===== src/rtl/input_periph.sv =====
`default_nettype none
// ============================================================================
// Module   : input_periph
// Summary  : Memory-mapped load-path peripheral: synchronized switches,
//            debounced push-buttons with sticky press capture (W1C).
//            Optional mask register and interrupt under INPUT_PERIPH_IRQ_EN.
// Revision : 1.0 - initial release
// ============================================================================
module input_periph #(
  parameter logic [15:0] DEBOUNCE_CYCLES = 16'd50000,
  parameter int          SW_W            = 18,
  parameter int          KEY_W           = 4
) (
  input  logic              clk_i,
  input  logic              rst_ni,
  input  logic [SW_W-1:0]   sw,
  input  logic [KEY_W-1:0]  key,
  input  logic              ld_en,
  input  logic              st_en,
  input  logic [7:0]        addr,
  input  logic [31:0]       st_data,
  output logic [31:0]       ld_data
`ifdef INPUT_PERIPH_IRQ_EN
  ,
  output logic              irq_o
`endif
);

  localparam logic [7:0]  c_addr_sw   = 8'h00;
  localparam logic [7:0]  c_addr_key  = 8'h10;
  localparam logic [7:0]  c_addr_edge = 8'h20;
  localparam logic [15:0] c_cnt_last  = DEBOUNCE_CYCLES - 16'd1;
  localparam logic [15:0] c_cnt_max   = 16'hFFFF;

  logic [SW_W-1:0]  r_sw_s1, r_sw_s2;
  logic [KEY_W-1:0] r_key_s1, r_key_s2;
  logic [KEY_W-1:0] r_stable;
  logic [15:0]      r_cnt [KEY_W];
  logic [KEY_W-1:0] r_edge;
  logic [31:0]      r_ld_data;

  logic [KEY_W-1:0] w_stable_nxt;
  logic [15:0]      w_cnt_nxt [KEY_W];
  logic [KEY_W-1:0] w_rise;
  logic [KEY_W-1:0] w_edge_clr;
  logic [31:0]      w_rd_data;
  logic             w_unused_ok;

  assign w_unused_ok = &{1'b0, st_data[31:KEY_W]};

  // Two-stage synchronizers; keys are inverted so 1 means pressed.
  always_ff @(posedge clk_i or negedge rst_ni) begin
    if (!rst_ni) begin
      r_sw_s1  <= '0;
      r_sw_s2  <= '0;
      r_key_s1 <= '0;
      r_key_s2 <= '0;
    end else begin
      r_sw_s1  <= sw;
      r_sw_s2  <= r_sw_s1;
      r_key_s1 <= ~key;
      r_key_s2 <= r_key_s1;
    end
  end

  // Stable level flips only after DEBOUNCE_CYCLES consecutive mismatching cycles.
  always_comb begin
    w_stable_nxt = r_stable;
    for (int i = 0; i < KEY_W; i++) begin
      w_cnt_nxt[i] = '0;
      if (r_key_s2[i] != r_stable[i]) begin
        if (r_cnt[i] == c_cnt_last) begin
          w_stable_nxt[i] = r_key_s2[i];
        end else if (r_cnt[i] != c_cnt_max) begin
          w_cnt_nxt[i] = r_cnt[i] + 16'd1;
        end else begin
          w_cnt_nxt[i] = r_cnt[i];
        end
      end
    end
  end

  assign w_rise     = w_stable_nxt & ~r_stable;
  assign w_edge_clr = (st_en && (addr == c_addr_edge)) ? st_data[KEY_W-1:0] : '0;

  always_ff @(posedge clk_i or negedge rst_ni) begin
    if (!rst_ni) begin
      r_stable <= '0;
      r_edge   <= '0;
      for (int i = 0; i < KEY_W; i++) begin
        r_cnt[i] <= '0;
      end
    end else begin
      r_stable <= w_stable_nxt;
      // A press in the same cycle as a clear keeps the bit set.
      r_edge   <= (r_edge & ~w_edge_clr) | w_rise;
      for (int i = 0; i < KEY_W; i++) begin
        r_cnt[i] <= w_cnt_nxt[i];
      end
    end
  end

`ifdef INPUT_PERIPH_IRQ_EN
  localparam logic [7:0] c_addr_mask = 8'h30;

  logic [KEY_W-1:0] r_mask;
  logic             r_irq;

  always_ff @(posedge clk_i or negedge rst_ni) begin
    if (!rst_ni) begin
      r_mask <= '0;
      r_irq  <= 1'b0;
    end else begin
      if (st_en && (addr == c_addr_mask)) begin
        r_mask <= st_data[KEY_W-1:0];
      end
      r_irq <= |(r_edge & r_mask);
    end
  end

  assign irq_o = r_irq;
`endif

  always_comb begin
    w_rd_data = '0;
    case (addr)
      c_addr_sw:   w_rd_data = 32'(r_sw_s2);
      c_addr_key:  w_rd_data = 32'(r_stable);
      c_addr_edge: w_rd_data = 32'(r_edge);
`ifdef INPUT_PERIPH_IRQ_EN
      c_addr_mask: w_rd_data = 32'(r_mask);
`endif
      default:     w_rd_data = '0;
    endcase
  end

  // Loads see pre-store state because the mux reads the current registers.
  always_ff @(posedge clk_i or negedge rst_ni) begin
    if (!rst_ni) begin
      r_ld_data <= '0;
    end else if (ld_en) begin
      r_ld_data <= w_rd_data;
    end
  end

  assign ld_data = r_ld_data;

endmodule
`default_nettype wire


===== config.mk =====
export PLATFORM = sky130hd
export DESIGN_NAME = input_periph
export DESIGN_NICKNAME = d
export VERILOG_FILES = /design/src/rtl/input_periph.sv
export SDC_FILE = /design/constraint.sdc
export NUM_CORES = 1
export LEC_CHECK = 0
export BUFFER_PORTS_ARGS = -buffer_cell sky130_fd_sc_hd__buf_4
export CAP_MARGIN = 20
export CORE_MARGIN = 8
export CORE_UTILIZATION = 60
export DETAILED_ROUTE_END_ITERATION = 12
export PLACE_DENSITY = 0.84
export REMOVE_ABC_BUFFERS = 1
export SYNTH_ARGS = -nofsm -noshare
export SYNTH_HDL_FRONTEND = slang
export SYNTH_SLANG_ARGS = --single-unit

===== constraint.sdc =====
create_clock -name clk_i -period 3.1 [get_ports clk_i]
set_clock_uncertainty 0.05 [all_clocks]
set_input_delay 0.155 -clock clk_i [delete_from_list [all_inputs] [get_ports clk_i]]
set_output_delay 0.155 -clock clk_i [all_outputs]
set_load 0.01 [all_outputs]

### After elaboration in Yosys (flattened, before gate mapping)

Cells that the tools add are included.
Widths: inputs -> output; s select.

* $add $sub $neg: 4
* $mul: 0
* div/mod/pow operators: 0
* magnitude comparators: 0
* eq/ne operators: 18
* shifts and indexed selects: 0
* multiplexer cells: 22
* bitwise gates (word level): 6
* reductions and logical operators: 2

Operators with widths (count)
* $mux 16: 12
* $add 16x1->16 const B: 4
* $eq 16x16->1 const B: 4
* $ne 16x16->1 const B: 4
* $pmux 18 s3: 1
* $ne 3x1->1 const B: 4
* $not 4->4: 3
* $and 4x4->4: 2
* $eq 8x5->1 const B: 1
* $eq 8x6->1 const B: 1
* $logic_not 8->1: 1
* $mux 1: 8
* $mux 4: 1
* $ne 1x1->1: 4
* $or 4x4->4: 1
* $logic_and 1x1->1: 1

* register bits after elaboration: 148
* bits in latches: 0
* memory bits (writable): 0
* memory bits (read-only): 0
* input bits: 66
* output and inout bits: 32
* memories: 0

### Longest topological paths before layout

Gate-level depths: netlist (run 1).

* depth in word-level cells: 6
* gate-level depth with buffers: 7
* gate-level depth less buffers: 5

### Worst setup path before layout (run 1)

Ideal clock, no wire load.

* path kind: register -> register
* start point: register r_cnt[39] (netlist name)
* end point: register r_stable[1]
* library setup time: 125 ps
* arrival: 1771 ps
* data required time: 2925 ps
* slack: 1154 ps
* stages on the path, launching flop included: 4
* buffers on the path: 0
* clock period less this slack: 1946 ps
* path through: dfrtp_1 -> or4b_1 -> or4_4 -> mux2_4

* longest elaborated chain between the ends: 3

RTL lines
* start, declared: line 38 `logic [15:0] r_cnt [KEY_W];`
* start signal, assigned by index: line 98 `r_cnt[i] <= w_cnt_nxt[i];`
* $eq 16x16->1: line 72 `if (r_cnt[i] == c_cnt_last) begin`
* $mux 1: line 72
* $mux 1: line 71 `if (r_key_s2[i] != r_stable[i]) begin`
* net w_stable_nxt[1]: line 42 `logic [KEY_W-1:0] w_stable_nxt;`
* end signal, assigned: line 94 `r_stable <= w_stable_nxt;`
* end, declared: line 37 `logic [KEY_W-1:0] r_stable;`

The timed path passes the listed nets, and every way through them passes these cells.
A chain may end at the register's enable or synchronous reset.

### Worst setup path after layout (run 1)

* start point: register r_cnt[53] (netlist name)
* end point: register r_cnt[54] (netlist name)

* longest elaborated chain between the ends: 4

RTL lines
* $add 16x1->16: line 75 `w_cnt_nxt[i] = r_cnt[i] + 16'd1;`
* $mux 16: line 74 `end else if (r_cnt[i] != c_cnt_max) begin`
* $mux 16: line 72
* $mux 16: line 71

Parallel ways exist; a longest one is shown, timed or not. The select of a mux whose other input is x is not followed.

==> results, run 1 <==
- For this run, the total global-route usage over all layers was measured as 0.228.
- The routability congestion estimate from global placement is 0.893.
- The count of flip-flops with a built-in enable after synthesis is 0.
- In this run the cell area measured after placement is 6380 µm².
- The number of antenna diodes in the final layout is 0.
- The simple-gate share of the synthesized area is 0.215.
- The core occupancy in the finished layout is 0.758.
- Using the TritonRoute via totals, the vias-per-cell ratio works out to 6.11.
- The kind of critical path is reg2reg.
- The library cell used most frequently in the layout, excluding fill and tap cells, is sky130_fd_sc_hd__dfrtp_1.
- The initial cell density of the core is 0.612.
- For the final routed database, the setup TNS stands at 0 ps.
- The count of final max-slew check failures was 0.
- After layout, the minimum clock period comes to 2370 ps.
- The met2 demand-to-capacity share in global routing is 0.392.
- For this design the static power due to leakage is 3.14 nW.
- At the end of the flow, the number of nets in the layout was 697.
- The share of Yosys cell area claimed by the top area cell type is 0.568.
- The starting DRC count in detailed routing is 307.
- The post-synthesis cell area is 5900 µm².
- The CTS tree is yes.
- STA puts the critical path data arrival time at 2700 ps.
- The floorplan step defined a die boundary enclosing 13300 µm².
- Entering global routing, the biggest net connects 66 pins.
- STA puts the critical path data required time at 3430 ps.
- Setup violations remaining at the end of the flow were counted as 0.
- The final worst slack is 729 ps.
- At the later pin of the worst-skew pair, clock insertion delay measures 530 ps.
- After global routing, the most crowded layer is met2.
- Power comes to 4.16 mW.
- The highest attainable clock frequency is 0.422 GHz.
- The most area-hungry cell type in the Yosys netlist is sky130_fd_sc_hd__dfrtp_1.
- The worst setup path is launched from a register.
- The number of I/O pins is 98.
- The number of filler cells placed in the layout is 622.
- The core region is 9640 µm².
- The worst setup path is captured at a register.
- The clock net in this run drives a total of 134 sinks.
- Once layout is done, the placed cells without fillers occupy 7300 µm².
- The total via count in the routed design is 4723.
- Post-CTS timing repair inserted 0 buffers for setup.
- The count of nets left with antenna violations once routing finished came out at 0.
- The peak supply drop is 400 µV.
- The run finished with clean final reports.
- In the final layout, the share of cells above drive strength 1 is 0.177.
- After synthesis, the share of flip-flops with an asynchronous set or reset is 1.00.
- The most common flop cell mapped by yosys is sky130_fd_sc_hd__dfrtp_1.
- The total overflow left after global routing is 0.
- The power per cell area is 570 nW/µm².
- The portion of the clock cycle consumed by the worst path in the final layout is 0.765.
- Compared with the post-synthesis result, the final layout area differs by 23.8%.
- The worst-case setup slack after placement is 804 ps.
- The number of optimization iterations in the first detailed-route pass is 5.
- The floorplan step set the die height to 115 µm.
- The number of antenna violations at the first check in global routing is 0.
- The worst hold path passes through 4 cells.
- The number of global-route vias before repair is 4776.
- The wire-length estimate of the detail-placed layout is 8.36 mm.
- The arithmetic-cell share of the synthesized area counting full adders, half adders and majority gates is 0.00848.
- The cell count of the worst reg-to-reg path is 4.
- The synthesized area divided by synthesized cell count is 11.0 µm².
- After synthesis, the share of cell area in mux cells is 0.0250.
- The share of the Yosys chip area taken by registers is 0.568.
- By area, the combinational part of the netlist is dominated by simple AND/OR/NAND/NOR gates.
- The tree is rooted in a sky130_fd_sc_hd__clkbuf_8.
- In the final routed layout, each cell accounts on average for 18.3 µm.
- After synthesis, the netlist uses 57 different library cells.
- Row generation in the floorplan step produced 36 rows.
- The library cells used most frequently in the layout, excluding fill and tap cells, are sky130_fd_sc_hd__dfrtp_1 (134), sky130_fd_sc_hd__buf_4 (60), sky130_fd_sc_hd__nor2_1 (39), sky130_fd_sc_hd__a21oi_1 (31), sky130_fd_sc_hd__nor3_1 (29).
- The depth of the CTS H-tree is 4.
- The worst hold path class is in2reg.
- The reported max-cap violation count is 0.
- The total wire length after detailed routing is 14.1 mm.
- Clock-pin slew was measured on the worst setup and hold paths at 60 ps.
- The first global-routing pass estimated 23.6 mm of wire.
- The die outline width is 115 µm.
- Counting every instance in the synthesized netlist gives 537.
- The number of failing hold endpoints at the final stage was 0.
- The parity-gate share of the synthesized area counting xor and xnor cells is 0.0119.
- The warning count from the yosys run is 0.
- In this run the worst path has a maximum fanout of 16.
- Counting along the longest clock path gives a buffer depth of 2.
- The area fraction in compound gates after synthesis is 0.126.
- Setup repair after global routing left no endpoint under its margin.
- The synthesized design contains 134 register bits.
- For this run, design rule violations remaining after detail routing come to 0.
- The worst pin sits at a relative slew slack of 0.399.
- By area the synthesized netlist is led by sky130_fd_sc_hd__dfrtp_1 (57%), sky130_fd_sc_hd__a21oi_1 (2.6%), sky130_fd_sc_hd__nor2_1 (2.5%).
- The worst-margin pin slew is 894 ps.
- For met1 alone, demand over resource in global routing was 0.264.
- Buffers placed on the I/O ports in this run total 55.
- For this run, global-route usage on met3 was measured as 0.0509.
- The number of CTS-inserted buffers is 17.
==> logic make-up after synthesis <==
family,count (synthesis)
mux,14
simple gates,214
buf+inv,47
xor+xnor,8
compound gates,115
other cells,1
flops,134
fa+ha+maj,4
==> cell usage after synthesis (all sizes together), types with 4 or more instances <==
library cell	instances
nor4	11
nor3	30
mux2i	11
ha	4
or3	20
or4	19
o21ai	24
o31ai	11
nor2	39
a22oi	4
a21oi	31
or4b	7
nand4	16
or2	8
nor3b	5
dfrtp	134
nand2	24
a211oi	10
nand3	24
clkbuf	6
xor2	8
buf	25
inv	16
a31oi	8
a22o	14
==> through the flow <==
stage	cells	hold slack, ps
2_1_floorplan	519	-191
3_3_place_gp	713	215
3_5_place_dp	713	216
4_1_cts	773	1.88
5_1_grt	773	10.8
6_report	773	5.94
==> final timing paths <==
| check | from | slack, ps | endpoint |
|---|---|---|---|
| max reg2reg | r_cnt[53] | 730 | r_cnt[54] |
| max | r_cnt[53] | 730 | r_cnt[54] |
| min | addr[4] | 6 | r_edge[3] |
| min reg2reg | r_sw_s1[8] | 290 | r_sw_s2[8] |
| min in group asynchronous | rst_ni | 210 | ld_data[4] |
| max in group asynchronous | rst_ni | 1960 | r_cnt[11] |
==> flip-flops by register name, summed over array words and instances, names as in the netlist <==
signal    flops
r_cnt        64
ld_data      18
r_sw_s1      18
r_sw_s2      18
r_edge        4
r_key_s1      4
r_key_s2      4
r_stable      4
==> per-layer routing <==
layer | share of wire | wire [µm] | vias up
met5 | 0 | 0 | -
met4 | 0.027 | 384 | 0
met3 | 0.058 | 820 | 46
met2 | 0.52 | 7280 | 207
met1 | 0.40 | 5650 | 2310
li1 | - | - | 2160
==> area by class of cell <==
class,instances,area (µm²),share of cell area
flip-flops and latches,134,3350,0.459
multi-input cells,369,2330,0.320
repair buffers,89,751,0.103
clock buffers,18,418,0.0572
clock inverters,14,221,0.0303
well taps,133,166,0.0228
inverters,16,60.1,0.00822
==> worst max-delay path, cell delays in order (launching register included) <==
cell and delay [ps]:
sky130_fd_sc_hd__dfrtp_1 450, sky130_fd_sc_hd__or4_1 540, sky130_fd_sc_hd__nor4_2 450, sky130_fd_sc_hd__nand2b_1 580, sky130_fd_sc_hd__nor3_1 150
==> what timing repair did <==
action	CTS	global route
resized for setup	0	0
endpoints found under the hold margin	91	0
hold buffers	28	0
==> report_power, final <==
group / switching (mW) / internal (mW) / total, mW
Clock: 0.777 / 1.40 / 2.17
Combinational: 0.0947 / 0.0774 / 0.172
Sequential: 0.0259 / 1.79 / 1.82
(Power assumes the default switching activity.)
==> run 2: changes to the inputs <==
--- a/config.mk
+++ b/config.mk
@@ -5,12 +5,13 @@
 export SDC_FILE = /design/constraint.sdc
 export NUM_CORES = 1
 export LEC_CHECK = 0
+export ABC_AREA = 1
 export BUFFER_PORTS_ARGS = -buffer_cell sky130_fd_sc_hd__buf_4
 export CAP_MARGIN = 20
 export CORE_MARGIN = 8
-export CORE_UTILIZATION = 60
+export CORE_UTILIZATION = 57
 export DETAILED_ROUTE_END_ITERATION = 12
-export PLACE_DENSITY = 0.84
+export PLACE_DENSITY = 0.8
 export REMOVE_ABC_BUFFERS = 1
 export SYNTH_ARGS = -nofsm -noshare
 export SYNTH_HDL_FRONTEND = slang
==> constraint.sdc (replaced) <==
create_clock -name clk_i -period 2.3 [get_ports clk_i]
set_clock_uncertainty 0.05 [all_clocks]
set_input_delay 0.115 -clock clk_i [delete_from_list [all_inputs] [get_ports clk_i]]
set_output_delay 0.115 -clock clk_i [all_outputs]
set_load 0.01 [all_outputs]
==> results, run 2 <==
- After detailed placement, the design holds a cell count of 990.
- The internal portion of total power is 4.63 mW.
- Setup repair after global routing left no endpoint under its margin.
- The count of non-filler cells in the finished layout is 1053.
- Once detailed placement completed, the half-perimeter wirelength came to 10.3 mm.
- The switching fraction of total power is 0.203.
- STA puts the critical path data required time at 2610 ps.
- Static timing analysis puts the maximum clock frequency at 0.540 GHz.
- The largest total area in the synthesized netlist belongs to sky130_fd_sc_hd__dfrtp_1.
- For this run, the detailed router's first-pass iteration total came to 5.
- The number of global-route vias before repair is 5639.
- The remaining max-slew budget at the tightest pin is 0.572.
- The routed via count divided by cell count is 5.36.
- The routed design has 15.8 mm of wire.
- The warning count from the yosys run is 0.
- The number of failing hold endpoints at the final stage was 0.
- The number of setup buffers added after CTS is 0.
- The initialized floorplan defines 39 standard-cell rows.
- Routability-driven placement finished with a final weighted congestion of 0.920.
- The share of synthesized area in the top cell type comes to 0.510.
- The type of element launching the critical path is a register.
- The worst setup path is captured at a register.
- The count of flip-flops with a built-in enable after synthesis is 0.
- The number of buffer and inverter stages on the critical path is 0.
- The largest net degree at the start of global routing is 70.
- The starting DRC count in detailed routing is 455.
- The initial utilization of the core area, before any placement, comes to 0.580.
- Of the total power, the clock network draws 0.532.
- In this design, the critical path's most frequently occurring cell is sky130_fd_sc_hd__nand2_1.
- The library cell used most frequently in the layout, excluding fill and tap cells, is sky130_fd_sc_hd__nand2_1.
- After routing the design area is 8070 µm².
- The first global-routing pass estimated 26.3 mm of wire.
- The remaining antenna violation count is 0.
- For the worst-skew pair, the clock arrives at the later sink with an insertion delay of 430 ps.
- The count of buffers from port buffering is 55.
- In this run, distinct cell masters in the synthesized netlist total 43.
- The final route contains 5646 vias.
- The ratio of cells with drive above 1 in the final layout is 0.179.
- The number of antenna violations at the first check in global routing was 1.
- The maximum cell stage delay along the critical path is 410 ps.
- The flip-flop and latch count after synthesis is 134.
- On the critical path, the stage with the largest delay is an instance of sky130_fd_sc_hd__dfrtp_1.
- A synthesized cell averages 8.23 µm².
- At the end of the flow, the number of nets in the layout was 966.
- The setup path with the least slack is of type reg2reg.
- The worst hold slack is 3.80 ps.
- Data arrives at the worst endpoint at 2160 ps.
- Max-cap violations in this run came to 0.
- By count the netlist is led by sky130_fd_sc_hd__nand2_1 (230), sky130_fd_sc_hd__dfrtp_1 (134), sky130_fd_sc_hd__nor2_1 (99), sky130_fd_sc_hd__nand3_1 (96), sky130_fd_sc_hd__inv_1 (63).
- The synthesized instance count is 798.
- The share of synthesized area occupied by flip-flops and latches is 0.510.
- The worst-margin pin slew is 642 ps.
- Buffers inserted during clock tree synthesis total 17.
- Traced cell by cell, the critical path runs through ha_1 -> nand3_1 -> nor2_1 -> nand2_1 -> nand2_1 -> nor2_1 -> nand2_1 -> nand2_1.
- The clock-pin slew on the worst setup and hold paths is 50 ps.
- In the layout the commonest cells are sky130_fd_sc_hd__nand2_1 (230), sky130_fd_sc_hd__dfrtp_1 (134), sky130_fd_sc_hd__nor2_1 (99), sky130_fd_sc_hd__nand3_1 (96), sky130_fd_sc_hd__inv_1 (63).
- The detail-routed net length per standard cell is 15.0 µm.
- The number of design rule violations left after detail routing is 0.
- The maximum buffer depth of the clock tree is 2.
- In this run the worst path has a maximum fanout of 11.
- The die area is 15200 µm².
- Setup violations remaining at the end of the flow were counted as 0.
- In the synthesized netlist the dominant register cell turns out to be sky130_fd_sc_hd__dfrtp_1.
- TritonCTS built the clock tree.
- After synthesis, the cell types taking the most area are sky130_fd_sc_hd__dfrtp_1 (51%), sky130_fd_sc_hd__nand2_1 (13%), sky130_fd_sc_hd__nand3_1 (7.3%).
- The share of synthesized flip-flops with an asynchronous set or reset is 1.00.
- In the post-synthesis netlist, the cell with the most instances is sky130_fd_sc_hd__nand2_1.
- In this run the number of H-tree levels came out at 4.
- The part of the power in combinational logic is 0.046.
- Measured along the x axis, the die boundary spans 123 µm.
- From bottom edge to top edge, the die measures 123 µm.
- The register with the most flip-flops in the final layout is r_cnt.
- The relative contribution of sequential cells to total power is 0.423.
- In this run the cell area measured after placement is 7090 µm².
- The final sum of negative setup slack is 0 ps.
- Gates resized during post-CTS repair numbered 0.
- After floorplanning, the core was sized to cover 11300 µm².
- The total overflow left after global routing is 0.
- Prior to clock tree synthesis, the placed netlist has a worst setup slack of 471 ps.
- The total global routing track utilization is 0.220.
- The total power is 5.81 mW.
- The minimum period implied by the final worst setup slack is 1850 ps.
- The buffer cell driving the clock tree root is sky130_fd_sc_hd__clkbuf_16.
- The run finished with clean final reports.
- Once routing completed, OpenROAD measured the worst setup slack at 447 ps.
- The switching power total is 1.18 mW.
- The number of filler cells placed in the layout is 840.
- The post-synthesis cell area is 6570 µm².
- The path class of the tightest hold or removal check is in2reg.
- The cell type group with the largest total delay on the critical path is simple AND/OR/NAND/NOR gates.
- VDD sags by at most 433 µV.
- The number of sinks handled by clock tree synthesis is 134.
- The number of I/O pins is 98.
- Power spread over the standard cell area amounts to 719 nW/µm².
- Summed over all cells, the static leakage comes to 3.89 nW.
- The sequential cells in the finished layout cover a total of 3350 µm².
- The multi-input combinational cells in the finished layout cover a total of 2850 µm².
- The count of final max-slew check failures is 0.
- In the finished design, the share of the clock period the worst path needs comes to 0.806.
- The register with the most flip-flops in the layout has 64 of them.
- From synthesis to final layout, the design area changed by 22.9%.
- The core occupancy in the finished layout is 0.713.
run 2: cell count changes after synthesis, moves of 11 or more:
cell / before / now
sky130_fd_sc_hd__nor3_1: 29 / 5
sky130_fd_sc_hd__inv_1: 16 / 63
sky130_fd_sc_hd__mux2i_1: 11 / 0
sky130_fd_sc_hd__or4_1: 16 / 0
sky130_fd_sc_hd__or3_1: 20 / 0
sky130_fd_sc_hd__nand3_1: 23 / 96
sky130_fd_sc_hd__a22o_1: 14 / 0
sky130_fd_sc_hd__nand4_1: 13 / 28
sky130_fd_sc_hd__nand2_2: 2 / 14
sky130_fd_sc_hd__a21oi_1: 31 / 6
sky130_fd_sc_hd__nor2_1: 39 / 99
sky130_fd_sc_hd__nor2_2: 0 / 17
sky130_fd_sc_hd__nand2_1: 21 / 230
run 2: power groups by stage:
stage,logic (mW),clock network (mW),registers [mW]
after floorplan,0.0889,0,2.48
after global placement,0.216,0,2.49
after detailed placement,0.225,0,2.49
after CTS,0.265,3.10,2.45
after global routing,0.297,3.21,2.46
final,0.265,3.09,2.45
run 2: cell type report:
cell class	count	share of cell area
sequential	134	0.415
multi-input combinational	587	0.353
timing repair buffer	89	0.0941
clock buffer	25	0.0638
inverter	67	0.0311
tap	143	0.0222
clock inverter	7	0.0201
antenna	1	0.000310
run 2: worst paths after layout:
kind,start,end,slack [ps],depth (start not counted)
min,st_en,r_edge[3],4,4
max,r_cnt[48],r_cnt[49],450,8
min in group asynchronous,rst_ni,r_cnt[58],200,2
max in group asynchronous,rst_ni,ld_data[5],1260,3
max reg2reg,r_cnt[48],r_cnt[49],450,8
min reg2reg,r_sw_s1[11],r_sw_s2[11],300,0
run 2: worst register-to-register path, cell delays in order (launching register included):
cell and delay [ps]:
sky130_fd_sc_hd__dfrtp_1 410, sky130_fd_sc_hd__ha_1 240, sky130_fd_sc_hd__nand3_1 140, sky130_fd_sc_hd__nor2_1 60, sky130_fd_sc_hd__nand2_1 340, sky130_fd_sc_hd__nand2_1 200, sky130_fd_sc_hd__nor2_1 200, sky130_fd_sc_hd__nand2_1 90
sky130_fd_sc_hd__nand2_1 60
run 2: cell families (layout without fill, tap and decap cells):
| family | after synthesis | count (layout) | synth area share |
|---|---|---|---|
| other | 1 | 15 | 0.000571 |
| buffers and inverters | 90 | 188 | 0.0630 |
| DFF | 134 | 134 | 0.510 |
| AOI/OAI and AO/OA | 39 | 39 | 0.0370 |
| adders and majority gates | 4 | 4 | 0.00762 |
| xor gates and xnor gates | 3 | 3 | 0.00514 |
| and+or+nand+nor | 527 | 527 | 0.376 |
run 2: timing repair:
action                                 CTS  global route
setup endpoints to repair                0             0
endpoints found under the hold margin   95             0
hold buffers                            30             0
run 2: routing by layer:
layer | vias up | GRT usage | share of wire
met5 | - | 0 | 0
met4 | 0 | 0.108 | 0.027
met3 | 44 | 0.0580 | 0.049
met2 | 154 | 0.372 | 0.52
met1 | 2718 | 0.255 | 0.40
li1 | 2730 | - | -
